--- src/rtl/uart_tx_serializer.sv ---
// Purpose : serialize one W_BUS result bus into N_WORDS UART packets on an idle-high line.
// Latency : tx shows the start bit of packet 0 one cycle after the handshake edge.
// Backpressure: s_ready is held low for the whole N_WORDS*PACKET_SIZE*CLOCKS_PER_PULSE
//              cycle transfer; the line itself has no flow control.
// Ports: clk, rstn (async active-low) | s_valid/s_ready/s_data bus input | tx serial out.
module uart_tx_serializer #(
  parameter  int CLOCKS_PER_PULSE = 33,
  parameter  int BITS_PER_WORD    = 8,
  parameter  int PACKET_SIZE      = 13,
  parameter  int W_BUS            = 16,
  localparam int N_WORDS          = W_BUS / BITS_PER_WORD
) (
  input  logic             clk,
  input  logic             rstn,
  input  logic             s_valid,
  output logic             s_ready,
  input  logic [W_BUS-1:0] s_data,
  output logic             tx
);

  localparam int NBITS = N_WORDS * PACKET_SIZE;
  localparam int PW    = $clog2(CLOCKS_PER_PULSE);
  localparam int BW    = $clog2(NBITS);

  localparam logic [PW-1:0] PULSE_LAST = PW'(CLOCKS_PER_PULSE - 1);
  localparam logic [BW-1:0] BIT_LAST   = BW'(NBITS - 1);

  if (W_BUS % BITS_PER_WORD != 0) begin : g_chk_bus
    $error("W_BUS must be a multiple of BITS_PER_WORD");
  end
  if (PACKET_SIZE < BITS_PER_WORD + 2) begin : g_chk_pkt
    $error("PACKET_SIZE must be at least BITS_PER_WORD+2");
  end
  if (CLOCKS_PER_PULSE < 2) begin : g_chk_cpp
    $error("CLOCKS_PER_PULSE must be at least 2");
  end

  typedef enum logic {IDLE, SEND} state_t;

  state_t            state_q, state_d;
  logic [NBITS-1:0]  shreg_q, shreg_d;
  logic [PW-1:0]     pulse_q, pulse_d;
  logic [BW-1:0]     bit_q, bit_d;
  logic              tx_q, tx_d;
  logic [NBITS-1:0]  frame;

  // Whole transfer laid out LSB-first: per packet a 0 start bit, the word,
  // then padding ones that double as the stop bits.
  always_comb begin
    frame = '1;
    for (int i = 0; i < N_WORDS; i++) begin
      frame[i*PACKET_SIZE] = 1'b0;
      frame[i*PACKET_SIZE+1 +: BITS_PER_WORD] = s_data[i*BITS_PER_WORD +: BITS_PER_WORD];
    end
  end

  always_comb begin
    state_d = state_q;
    shreg_d = shreg_q;
    pulse_d = pulse_q;
    bit_d   = bit_q;
    s_ready = 1'b0;
    unique case (state_q)
      IDLE: begin
        s_ready = 1'b1;
        if (s_valid) begin
          state_d = SEND;
          shreg_d = frame;
          pulse_d = '0;
          bit_d   = '0;
        end
      end
      SEND: begin
        if (pulse_q == PULSE_LAST) begin
          pulse_d = '0;
          // Fill with ones so the line idles high behind the last bit.
          shreg_d = {1'b1, shreg_q[NBITS-1:1]};
          if (bit_q == BIT_LAST) begin
            state_d = IDLE;
            bit_d   = '0;
          end else begin
            bit_d = bit_q + BW'(1);
          end
        end else begin
          pulse_d = pulse_q + PW'(1);
        end
      end
      default: state_d = IDLE;
    endcase
    // tx is registered from next-state values so the pin never glitches and
    // the start bit appears exactly one cycle after the handshake.
    tx_d = (state_d == SEND) ? shreg_d[0] : 1'b1;
  end

  always_ff @(posedge clk or negedge rstn) begin
    if (!rstn) begin
      state_q <= IDLE;
      shreg_q <= '0;
      pulse_q <= '0;
      bit_q   <= '0;
      tx_q    <= 1'b1;
    end else begin
      state_q <= state_d;
      shreg_q <= shreg_d;
      pulse_q <= pulse_d;
      bit_q   <= bit_d;
      tx_q    <= tx_d;
    end
  end

  assign tx = tx_q;

endmodule

--- config.mk ---
export PLATFORM = sky130hd
export DESIGN_NAME = uart_tx_serializer
export DESIGN_NICKNAME = d
export VERILOG_FILES = /design/src/rtl/uart_tx_serializer.sv
export SDC_FILE = /design/constraint.sdc
export NUM_CORES = 1
export LEC_CHECK = 0
export ABC_AREA = 1
export BUFFER_PORTS_ARGS = -buffer_cell sky130_fd_sc_hd__buf_2
export CELL_PAD_IN_SITES_DETAIL_PLACEMENT = 0
export CELL_PAD_IN_SITES_GLOBAL_PLACEMENT = 1
export CORE_UTILIZATION = 40
export DETAILED_ROUTE_END_ITERATION = 8
export GPL_TIMING_DRIVEN = 0
export MAX_ROUTING_LAYER = met4
export PLACE_DENSITY_LB_ADDON = 0.1
export SYNTH_ARGS = -nofsm -noshare
export SYNTH_HDL_FRONTEND = slang
export SYNTH_SLANG_ARGS = --single-unit
--- constraint.sdc ---
create_clock -name clk -period 3.9 [get_ports clk]
set_input_delay 0.195 -clock clk [delete_from_list [all_inputs] [get_ports clk]]
set_output_delay 0.195 -clock clk [all_outputs]
set_load 0.02 [all_outputs]
# After elaboration in Yosys (flattened, before gate mapping)
# Index checks and enable logic that the tools add are counted.
dict set report word_totals {
  reg_bits 39
  in_bits 19
  out_inout_bits 2
  wordCells 30
}
dict set report op_classes {
  addsub 2
  eq_ne 4
  n_mux 16
  n_bitwise 1
  n_reduce_logical 1
}
# op count
set ops {}
lappend ops {{2-to-1 mux 26 bit} 2}
lappend ops {{case mux 26 bit (2 select lines)} 1}
lappend ops {{2-to-1 mux 5 bit} 3}
lappend ops {{2-to-1 mux 6 bit} 2}
lappend ops {{case mux 6 bit (2 select lines)} 1}
lappend ops {{case mux 5 bit (2 select lines)} 1}
lappend ops {{adder 6 x 1 -> 6 bit (second input constant)} 1}
lappend ops {{== test 6 bit (second input constant)} 1}
lappend ops {{adder 5 x 1 -> 5 bit (second input constant)} 1}
lappend ops {{== test 5 bit (second input constant)} 1}
lappend ops {{2-to-1 mux 1 bit} 5}
lappend ops {{!= test 2 x 1 -> 1 bit (second input constant)} 1}
lappend ops {{!= test 2 bit (second input constant)} 1}
lappend ops {{case mux 1 bit (2 select lines)} 1}
lappend ops {{AND reduction 2 bit} 1}
lappend ops {{inverter 1 bit} 1}

# Logic depth before layout (Yosys ltp)
dict set report depth {
  depth_word 5
  mapped_depth 9
  depth_no_buf 8
}

# Worst setup path before layout
# OpenSTA, ideal clock, no wires.
dict set report synth_path {
  path_kind {reg-to-reg}
  start {reg pulse_q[0]}
  end {reg shreg_q[11]}
  setup_time_ns 0.121
  t_arrival_ns 1.239
  required_ns 3.779
  setup_slack_ns 2.540
  path_stages_with_launch 9
  n_path_buf 1
  synth_period_minus_slack_ns 1.360
  cell_sequence {dfrtp_1 -> inv_1 -> ha_1 -> nand3_2 -> nor2_4 -> nand2_4 -> buf_6 -> a21oi_1 -> nand2_1}
}
dict set report synth_via {
  elab_chain_cells 3
}
# item line_no
set synth_lines {}
lappend synth_lines {{start, declared} 42} ;# logic [PW-1:0] pulse_q, pulse_d;
lappend synth_lines {{start signal, assigned} 105} ;# pulse_q <= pulse_d;
lappend synth_lines {{== test 6 bit} 74} ;# if (pulse_q == PULSE_LAST) begin
lappend synth_lines {{!= test 2 x 1 -> 1 bit (no source line)} n/a}
lappend synth_lines {{AND reduction 2 bit (no source line)} n/a}
lappend synth_lines {{end signal, assigned} 104} ;# shreg_q <= shreg_d;
lappend synth_lines {{end, declared} 41} ;# logic [NBITS-1:0] shreg_q, shreg_d;
# Every way passes these cells.
# A chain may end at the register's enable or synchronous reset.

# Worst setup path after layout
dict set report layout_path {
  start {reg pulse_q[0]}
  end {reg shreg_q[12]}
}
# Same word-level chain as after synthesis.

==> results.md <==
| Metric | Reported |
|---|---|
| Run status | completed |
| Slowest Stage Delay on Critical Path | 0.42 ns |
| Worst Setup Start Kind | flop |
| Violation count after the first detailed-routing iteration | 74 |
| Reported leakage power | 0.00101 uW |
| Placeable Area | 0.00450 sq mm |
| Dominant combinational cell family by area after synthesis | simple AND/OR/NAND/NOR gates |
| Count of fill cells added during filler insertion | 449 |
| Initial standard-cell utilization of the core | 42.9% |
| Detailed Routing Iterations Pass 1 | 4 |
| Share of cell area taken by muxes after synthesis | 0% |
| Maximum operating frequency | 0.670 GHz |
| Post-route core utilization | 48.8% |
| Antenna violation net count after detailed routing | 0 |
| Class of the worst hold path | primary input to async pin |
| Adder and majority gate portion of the synthesized area | 2.59% |
| Cell family contributing the most delay on the critical path | flip-flops |
| Post-CTS Hold Buffers | 0 |
| Warnings from Yosys | 0 |
| Syn Std Cell Area | 0.00193 sq mm |
| Startpoint-to-endpoint class of the critical path | flop to flop |
| Antenna violations before repair | 0 |
| Number of buffers added by the clock tree synthesis step | 5 |
| Share of post-route cells with drive strength above 1 | 26.9% |
| Clock tree from TritonCTS | built |
| Switching power | 147 uW |
| Die boundary height | 71.5 um |
| Flip-flop and latch count after synthesis | 39 |
| Cell Int Power | 572 uW |
| Number of nets produced by synthesis | 240 |
| First-pass GRT wire length | 6.49 mm |
| Largest net degree at the start of global routing | 40 |
| Average instance area after synthesis | 8.90 sq um |
| Clock slew at reported path FFs | 0.07 ns |
| Quantity of I/O buffers inserted on ports | 20 |
| Total routing usage reported by global routing | 16.8% |
| Total power per unit cell area | 327 mW/mm^2 |
| Syn Inst Count | 217 |
| Endpoint required time on the critical path | 4.07 ns |
| Final routed wirelength across all metal layers | 3.54 mm |
| FF/Latch Area | 977 sq um |
| Buffers plus inverters on the worst setup path | 2 |
| Worst hold slack after final layout | 0.0308 ns |
| Average wire length per cell after detail routing | 11.9 um |
| XOR/XNOR Fraction of Synth Area | 2.72% |
| Area taken by multi-input logic gates | 825 sq um |
| Combinational fraction of design power | 2.3% |
| Total congestion overflow | 0 |
| Clock H-tree levels | 2 |
| Total setup violations reported at the end of the flow | 0 |
| Post-CTS setup buffer count | 0 |
| Via count | 1413 |
| Latest clock arrival within the worst-skew pair | 0.29 ns |
| Unrepaired setup endpoints after global routing | false |
| Clock tree skew after final layout | 0.00589 ns |
| Mean number of vias per cell | 4.76 |
| Sequential power share | 56.2% |
| Crit-path cells | inv_1 > ha_1 > nand3_2 > nor2_4 > nand2_4 > buf_6 > a21oi_1 > nand2_1 |
| Total count of max-transition violations in the final report | 0 |
| Share of the clock period used by the worst path | 38.3% |
| Placer congestion estimate | 0.745 |
| Critical Path Sink Type | flop |
| Final nets | 267 |
| Worst-path maximum fanout | 10 |
| Row count | 24 |
| Transition time at the pin with the least slew margin | 0.882 ns |
| Final Hold Violating Endpoints | 0 |
| Slowest-stage cell, CP | dfrtp_1 |
| Vias in the first global route | 1378 |
| Die Footprint | 0.00511 sq mm |
| Summed negative setup slack over all endpoints | 0 ns |
| Final critical path time including I/O delays and setup | 1.49 ns |
| Max-cap violations | 0 |
| Placed cell area | 0.00210 sq mm |
| Post-synthesis simple-gate area fraction | 34.1% |
| Most frequent standard cell in the layout excluding fill and tap cells | nand2_1 |
| VDD IR max | 0.172 mV |
| Post-route DRC | 0 |
| # IOs | 21 |
| Relative slew slack | 41.2% |
| Number of buffers between clock root and the deepest sink | 2 |
| Die extent in x | 71.5 um |
| Critical path arrival | 1.67 ns |
| PostCTS Resize Cnt | 0 |
| Part of the Yosys area used for sequential elements | 50.6% |
| Switching power share of the total | 20.4% |
| Highest-count cells in the layout ignoring fill and taps | 71 x nand2_1, 38 x dfrtp_1, 30 x nand3_1 |
| Fraction of the mapped netlist area in compound gates | 3.30% |
| Yosys cell types | 24 |
| Growth of design area from synthesis to finish | 13.7% |
| Total number of clock tree sinks | 39 |
| Clk network pwr share | 41.5% |
| Ant diodes | 0 |
| Final HPWL from detailed placement | 2.43 mm |
| Summed area of non-filler cells in the final layout | 0.00220 sq mm |
| Root Driver | clkbuf_8 |
-- sequential cells by signal, indices dropped and copies added (netlist names) --
signal	cells
state_q	1
pulse_q	6
tx	1
shreg_q	26
bit_q	5
-- power groups by stage --
stage                     sequential [uW]  clock, uW  combinational [uW]
after floorplan                       412          0             0.00642
after global placement                412          0                17.2
after detailed placement              412          0                17.2
after CTS                             404        309                17.2
after global routing                  404        329                19.2
final                                 404        298                16.4
-- path summary, 6_finish.rpt --
| check | slack (ns) | end | cells after the start | from |
|---|---|---|---|---|
| max | 2.41 | shreg_q[12] | 8 | pulse_q[0] |
| min | 0.03 | pulse_q[3] | 1 | rstn |
| max reg2reg | 2.41 | shreg_q[12] | 8 | pulse_q[0] |
| min reg2reg | 0.48 | shreg_q[25] | 2 | shreg_q[25] |
| max in group asynchronous | 3.32 | shreg_q[23] | 1 | rstn |
| min in group clk | 0.12 | shreg_q[20] | 3 | s_data[14] |
-- per-stage QoR --
step                      worst slack (ns)  cells  total power [uW]
after floorplan                       2.54    217               412
after global placement                2.41    289               429
after detailed placement              2.41    289               429
after CTS                             2.40    297               730
after global routing                  2.29    297               752
final                                 2.41    297               719
-- layer usage --
metal | vias up | GRT usage (%) | wire length [um]
li1 | 751 | - | -
met1 | 639 | 24.2 | 1910
met2 | 21 | 23.6 | 1480
met3 | 2 | 3.94 | 123
met4 | 0 | 5.23 | 23
met5 | - | - | 0
-- cells in the mapped netlist, drive strengths merged --
library cell	instances	area, sq um
a21oi	7	35.0
buf	7	65.1
dfrtp	38	951
dfstp	1	26.3
ha	4	50.1
inv	16	65.1
nand2	83	352
nand3	41	260
nand4	1	6.26
nor2	8	40.0
o21ai	2	10.0
o22ai	3	18.8
xnor2	1	8.76
xor2	5	43.8
-- cell type report --
type	count	area share (%)
Clock buffer	8	4.56
Multi-Input combinational cell	155	37.5
Sequential cell	39	44.5
Buffer	7	2.96
Tap cell	52	2.96
Inverter	16	2.96
Timing Repair Buffer	20	4.56
-- kinds of logic (layout without fill, tap and decap cells) --
group                      after synthesis  in the layout
AOI/OAI and AO/OA                       12             12
xor gates and xnor gates                 6              6
adders and majority gates                4              4
buffers and inverters                   23             51
DFF                                     39             39
and+or+nand+nor                        133            133
-- worst reg2reg max path: stages (launching register included) --
cell and delay [ns]:
dfrtp_1 0.42, inv_1 0.07, ha_1 0.18, nand3_2 0.10, nor2_4 0.13, nand2_4 0.13, buf_6 0.18, a21oi_1 0.12
nand2_1 0.06
(Power assumes the default switching activity.)
